==> config.mk <==
export PLATFORM = sky130hd
export DESIGN_NAME = fir_serial_ctrl
export DESIGN_NICKNAME = d
export VERILOG_FILES = /design/src/rtl/fir_serial_ctrl.sv
export SDC_FILE = /design/constraint.sdc
export NUM_CORES = 1
export LEC_CHECK = 0
export BUFFER_PORTS_ARGS = -buffer_cell sky130_fd_sc_hd__buf_2
export CAP_MARGIN = 10
export CORE_AREA = 2 2 39 41
export DETAILED_ROUTE_END_ITERATION = 7
export DIE_AREA = 0 0 41 43
export PLACE_DENSITY = 0.58
export SLEW_MARGIN = 20
export SYNTH_ARGS = -nofsm -noshare
export SYNTH_HDL_FRONTEND = slang
export SYNTH_SLANG_ARGS = --single-unit
==> constraint.sdc <==
create_clock -name clk -period 2.96 [get_ports clk]
set_clock_uncertainty 0.15 [all_clocks]
set_input_delay 0.296 -clock clk [delete_from_list [all_inputs] [get_ports clk]]
set_output_delay 0.296 -clock clk [all_outputs]
set_load 0.05 [all_outputs]
==> src/rtl/fir_serial_ctrl.sv <==
// Control sequencer for a shared partly-serial FIR MAC datapath serving two
// sample channels. Each accepted sample runs TAPS MAC cycles, one final-sum
// load, and then a one-cycle registered out_valid tagged with its channel.
module fir_serial_ctrl #(
  parameter int unsigned TAP_W = 2
) (
  input  logic             clk,
  input  logic             reset,
  input  logic             clk_enable,
  input  logic             ch0_valid,
  output logic             ch0_ready,
  input  logic             ch1_valid,
  output logic             ch1_ready,
  output logic             ch_sel,
  output logic             shift_en,
  output logic [TAP_W-1:0] tap_sel,
  output logic             acc_clear,
  output logic             acc_en,
  output logic             final_load,
  output logic             out_valid,
  output logic             out_ch,
  output logic             busy
);

  localparam int unsigned TAPS = 2 ** TAP_W;
  localparam logic [TAP_W-1:0] LAST_TAP = TAP_W'(TAPS - 1);

  typedef enum logic [1:0] {
    S_IDLE  = 2'd0,
    S_MAC   = 2'd1,
    S_FINAL = 2'd2
  } state_t;

  state_t           state_q, state_d;
  logic [TAP_W-1:0] tap_q, tap_d;
  logic             last_ch_q, last_ch_d;
  logic             ch_sel_q, ch_sel_d;
  logic             out_valid_q;
  logic             out_ch_q;
  logic             advance;
  logic             grant;
  logic             any_valid;
  logic             grant_valid;

  // Strobes never fire while frozen or while reset is being applied.
  assign advance     = clk_enable & ~reset;
  assign any_valid   = ch0_valid | ch1_valid;
  // Sole requester wins; on contention the channel not served last wins.
  assign grant       = (ch0_valid & ch1_valid) ? ~last_ch_q : ch1_valid;
  assign grant_valid = grant ? ch1_valid : ch0_valid;

  // Next-state and datapath strobe decode.
  always_comb begin
    state_d    = state_q;
    tap_d      = tap_q;
    last_ch_d  = last_ch_q;
    ch_sel_d   = ch_sel_q;
    ch_sel     = ch_sel_q;
    tap_sel    = tap_q;
    ch0_ready  = 1'b0;
    ch1_ready  = 1'b0;
    shift_en   = 1'b0;
    acc_en     = 1'b0;
    acc_clear  = 1'b0;
    final_load = 1'b0;
    case (state_q)
      S_IDLE: begin
        if (advance && any_valid) begin
          ch0_ready = ~grant;
          ch1_ready = grant;
          if (grant_valid) begin
            shift_en  = 1'b1;
            ch_sel    = grant;
            ch_sel_d  = grant;
            last_ch_d = grant;
            tap_d     = '0;
            state_d   = S_MAC;
          end
        end
      end
      S_MAC: begin
        if (advance) begin
          acc_en    = 1'b1;
          acc_clear = (tap_q == '0);
          tap_d     = tap_q + TAP_W'(1);
          if (tap_q == LAST_TAP) begin
            state_d = S_FINAL;
          end
        end
      end
      S_FINAL: begin
        if (advance) begin
          final_load = 1'b1;
          state_d    = S_IDLE;
        end
      end
      default: begin
        state_d = S_IDLE;
      end
    endcase
  end

  // State, counter, arbiter pointer and result-tag registers.
  always_ff @(posedge clk) begin
    if (reset) begin
      state_q     <= S_IDLE;
      tap_q       <= '0;
      last_ch_q   <= 1'b1;
      ch_sel_q    <= 1'b0;
      out_valid_q <= 1'b0;
      out_ch_q    <= 1'b0;
    end else if (clk_enable) begin
      state_q     <= state_d;
      tap_q       <= tap_d;
      last_ch_q   <= last_ch_d;
      ch_sel_q    <= ch_sel_d;
      out_valid_q <= (state_q == S_FINAL);
      if (state_q == S_FINAL) begin
        out_ch_q <= ch_sel_q;
      end
    end
  end

  assign out_valid = out_valid_q;
  assign out_ch    = out_ch_q;
  assign busy      = (state_q != S_IDLE);

endmodule

Word level (Yosys, flattened, before mapping):

Cells that the tools add are included.

* bits in registers: 8
* input bits: 5
* logic and storage cells: 57

* add/subtract/negate cells: 1
* equality and inequality tests: 8
* mux-type cells: 27
* bitwise operators: 6
* reductions and logical operators: 9

Operators by type and width (number)
* 1-bit two-way mux: 17
* 2-bit two-way mux: 8
* 2-bit inequality test, second input constant: 5
* 2-bit case mux with 3 select lines: 1
* 6-bit AND reduction: 1
* 5-bit AND reduction: 1
* 2-bit == test, second input constant: 2
* 2-bit logical NOT: 2
* 2-bit case mux with 2 select lines: 1
* 4-bit AND reduction: 1
* 2-bit nonzero test: 2
* 1-bit NOT: 3
* 2-bit by 1-bit adder with 2-bit output, second input constant: 1
* 1-bit AND: 2
* 2-bit by 1-bit == test with 1-bit output, second input constant: 1
* 2-bit AND reduction: 1
* 1-bit logical AND: 1
* 1-bit OR: 1

Longest topological paths before layout:

* depth in word-level cells: 6
* gate-level depth with buffers: 4
* depth with buffers taken out: 4

Least setup slack after synthesis:

OpenSTA, ideal clock, no wires.

* kind: reg2out
* start point: register state_q[1]
* end point: output port ch_sel
* arrival time: 1.620 ns
* data required time: 2.514 ns
* path slack: 0.894 ns
* stages on the path, launching flop included: 4
* cells stage by stage: dfxtp_1 > nor4b_4 > and3_1 > a21o_1

* cells in the longest elaborated chain, start to end: 2

Ends and longest elaborated chain
* from (decl): line 34 `state_t state_q, state_d;`
* from (signal assigned): line 113 `state_q <= state_d;`
* 2-bit logical NOT: line 66 `case (state_q)`
* 1-bit two-way mux: line 66
* to (decl): line 14 `output logic ch_sel,`

Every way passes these cells.

Final worst setup path:

* start point: register state_q[0]
* end point: output port ch_sel

The elaborated chain is that of the path after synthesis.

==> impl_metrics.xml <==
<?xml version="1.0" encoding="UTF-8"?>
<metrics>
  <group name="synth">
    <metric name="postSynthRegisterBits" unit="">8</metric>
    <metric name="synth_area_leaders" unit="">dfxtp_1 (37%), ha_1 (5.7%), nor4b_4 (5.4%)</metric>
    <metric name="yosysWarningCount" unit="">0</metric>
    <metric name="post-synth-top-area-cell" unit="">dfxtp_1</metric>
    <metric name="netlist.area_leader.share" unit="%">36.7</metric>
    <metric name="syn-mean-instance-area" unit="um2">8.73</metric>
    <metric name="synth.cell_area" unit="um2">437</metric>
    <metric name="yosysUniqueCellTypes" unit="">26</metric>
    <metric name="seq_area_frac_synth" unit="%">36.7</metric>
    <metric name="mappedNetlistNets" unit="">57</metric>
    <metric name="syn_inst" unit="">50</metric>
  </group>
  <group name="global_route">
    <metric name="first_global_vias" unit="">342</metric>
    <metric name="first_pass_grt_wire_length" unit="mm">1.44</metric>
    <metric name="grt_max_degree" unit="">12</metric>
    <metric name="grt_overflow" unit="">0</metric>
    <metric name="antenna_found_initial" unit="">0</metric>
    <metric name="grt_util_all_layers" unit="%">13.1</metric>
  </group>
  <group name="clock_tree">
    <metric name="path_clk_slew" unit="ns">0.06</metric>
    <metric name="tritoncts" unit="">yes</metric>
    <metric name="ctsRootBufferMaster" unit="">clkbuf_4</metric>
    <metric name="clock_sinks" unit="">8</metric>
    <metric name="cts_repair_resize_count" unit="">0</metric>
    <metric name="cts_hold_buffers" unit="">0</metric>
    <metric name="insertion_delay" unit="ns">0.25</metric>
    <metric name="numCtsBuffers" unit="">3</metric>
    <metric name="post_cts.repair.setup_buffers" unit="">0</metric>
    <metric name="h_tree_levels" unit="">1</metric>
    <metric name="clockBufferDepth" unit="">2</metric>
  </group>
  <group name="layout">
    <metric name="final_area" unit="um2">551</metric>
    <metric name="sequential_cell_area" unit="um2">160</metric>
    <metric name="drive_gt1_share" unit="%">32.8</metric>
    <metric name="area_delta_synth_final" unit="%">26.1</metric>
    <metric name="mostFrequentLayoutCells" unit="">buf_2 (16), dfxtp_1 (8), inv_1 (5), nor2_1 (5), nand2_1 (4)</metric>
    <metric name="layout.core_utilization" unit="%">39.8</metric>
    <metric name="mostFrequentLayoutCell" unit="">buf_2</metric>
    <metric name="num_antenna_cells" unit="">0</metric>
    <metric name="finalNetCount" unit="">76</metric>
    <metric name="num-fill-cells" unit="">149</metric>
    <metric name="multiInputGateArea" unit="um2">249</metric>
  </group>
  <group name="die">
    <metric name="io_pins" unit="">17</metric>
    <metric name="rows" unit="">14</metric>
    <metric name="die-height" unit="um">43</metric>
    <metric name="floorplan.die_area" unit="um2">1760</metric>
    <metric name="core-area" unit="um2">1380</metric>
    <metric name="die_width" unit="um">41</metric>
    <metric name="effective_utilization_at_floorplan" unit="%">31.6</metric>
  </group>
  <group name="timing">
    <metric name="drv_slew" unit="">0</metric>
    <metric name="setup_viol" unit="">0</metric>
    <metric name="final-hold-violation-count" unit="">0</metric>
    <metric name="tightestPinTransition" unit="ns">0.448</metric>
    <metric name="setup_ws_final" unit="ns">0.907</metric>
    <metric name="fin_tns_setup" unit="ns">0</metric>
    <metric name="final_min_period_over_clock_period" unit="%">69.4</metric>
    <metric name="worst_slew_margin_rel" unit="%">70.1</metric>
    <metric name="period_needed" unit="ns">2.05</metric>
    <metric name="max_clock_freq" unit="MHz">487</metric>
    <metric name="grt_setup_unrepaired" unit="">false</metric>
  </group>
  <group name="worst_setup_path">
    <metric name="cpPeakStageDelay" unit="ns">0.43</metric>
    <metric name="worstSetupPathDepth" unit="">4</metric>
    <metric name="worst-r2r-cell-count" unit="">3</metric>
    <metric name="worst_ep_arrival_time" unit="ns">1.61</metric>
    <metric name="path_buf_inv" unit="">1</metric>
    <metric name="setup.worst_path.end_class" unit="">output pin</metric>
    <metric name="crit_path_cell_trace" unit="">nor4b_4, and3_1, a21o_1, buf_2</metric>
    <metric name="critical_path.slowest_cell" unit="">dfxtp_1</metric>
    <metric name="required_time_reported_for_the_critical_path_endpoint" unit="ns">2.51</metric>
    <metric name="worstSetupPathType" unit="">reg -&gt; out</metric>
    <metric name="critPathLaunchType" unit="">flip-flop</metric>
    <metric name="critical-path-top-delay-family" unit="">simple AND/OR/NAND/NOR gates</metric>
    <metric name="cp_max_fo" unit="">11</metric>
  </group>
  <group name="route">
    <metric name="drtAntennaViolNets" unit="">0</metric>
    <metric name="drcViolationCount" unit="">0</metric>
    <metric name="drt_pass1_iterations" unit="">4</metric>
    <metric name="detail_route.wirelength" unit="um">996</metric>
    <metric name="num_vias" unit="">424</metric>
    <metric name="detail_route.iter0.violations" unit="">9</metric>
    <metric name="routed_wire_length_per_instance" unit="um">12.0</metric>
    <metric name="viasPerCell" unit="">5.11</metric>
  </group>
  <group name="placement">
    <metric name="post-place-ws" unit="ns">1.16</metric>
    <metric name="io_buffer_count" unit="">16</metric>
    <metric name="placed_cell_area" unit="um2">528</metric>
    <metric name="gpl.final_weighted_congestion" unit="">0.663</metric>
    <metric name="hpwlAfterDp" unit="um">728</metric>
  </group>
  <group name="run_status">
    <metric name="status" unit="">finished, final reports clean</metric>
  </group>
  <group name="min_path">
    <metric name="min_path_cells" unit="">2</metric>
    <metric name="worst_hold_path_type" unit="">in -&gt; reg</metric>
  </group>
  <group name="power_and_ir_drop">
    <metric name="ir_worst_vdd" unit="mV">0.265</metric>
    <metric name="total_leakage_power" unit="uW">0.000287</metric>
    <metric name="p_per_area" unit="nW/um2">500</metric>
  </group>
  <group name="flow_run">
    <metric name="maxCapViolations" unit="">0</metric>
  </group>
</metrics>
## layer usage
metal / up-vias / GRT usage (%) / wire (um)
met4: 0 / 8.00 / 13
met1: 199 / 14.9 / 450
li1: 209 / - / -
met3: 2 / 7.85 / 62
met2: 14 / 17.8 / 469
met5: - / 0 / 0
## power breakdown
group          switching, uW  internal (uW)
combinational           47.6           21.9
clock                   37.3           46.4
sequential              8.92            113
## worst reg2reg max path, delay by kind of cell, from the launching register on
kind	cells	cell delay, ns
DFF	1	0.43
and+or+nand+nor	2	0.51
AOI/OAI and AO/OA	1	0.36
## state kept, by name, indices dropped and copies added, names as in the netlist
register / count
out_valid: 1
tap_sel: 2
last_ch_q: 1
out_ch: 1
state_q: 2
ch_sel_q: 1
## cell families (layout without fill, tap and decap cells)
kind of cell	after synthesis	in the layout	synth area share, %
AND/OR/NAND/NOR	22	22	31.8
AO/OA/AOI/OAI	10	10	17.2
flip-flops	8	8	36.7
buffers and inverters	7	24	6.30
adder cells (fa/ha/maj)	2	2	5.73
multiplexers	1	1	2.29
## worst paths after layout
path | slack (ns) | from | endpoint
setup / recovery | 0.91 | state_q[0]$_SDFFE_PP0P_ | ch_sel
setup reg to reg | 1.41 | state_q[0]$_SDFFE_PP0P_ | last_ch_q$_SDFFE_PP1P_
hold / removal | 0.22 | reset | state_q[1]$_SDFFE_PP0P_
hold reg to reg | 0.32 | out_valid$_SDFFE_PP0P_ | out_valid$_SDFFE_PP0P_
## layout make-up
class,instances,area share (%)
clock buffer,3,4.09
tap,16,3.64
timing repair buffer,16,14.5
sequential,8,29.1
inverter,5,3.41
multi-input combinational,35,45.2
## synth_stat cells
master,number
a21boi_1,1
a21o_1,1
a21oi_1,2
a221o_1,1
a31o_2,1
a32o_1,1
and2_1,1
and3_1,2
buf_2,1
clkbuf_1,1
dfxtp_1,8
ha_1,2
inv_1,5
mux2i_1,1
nand2_1,4
nand2b_1,1
nand3_1,1
nand3b_1,1
nand4b_1,2
nor2_1,5
nor2b_1,2
nor3b_1,1
nor4b_4,1
o22ai_1,1
o31ai_1,2
or2_2,1
## through the flow
step	hold WS [ns]	total power, uW	cells
2_1_floorplan	0.324	177	50
3_3_place_gp	0.310	192	80
3_5_place_dp	0.314	194	80
4_1_cts	0.210	278	83
5_1_grt	0.219	293	83
6_report	0.221	275	83
(Power assumes the default switching activity.)
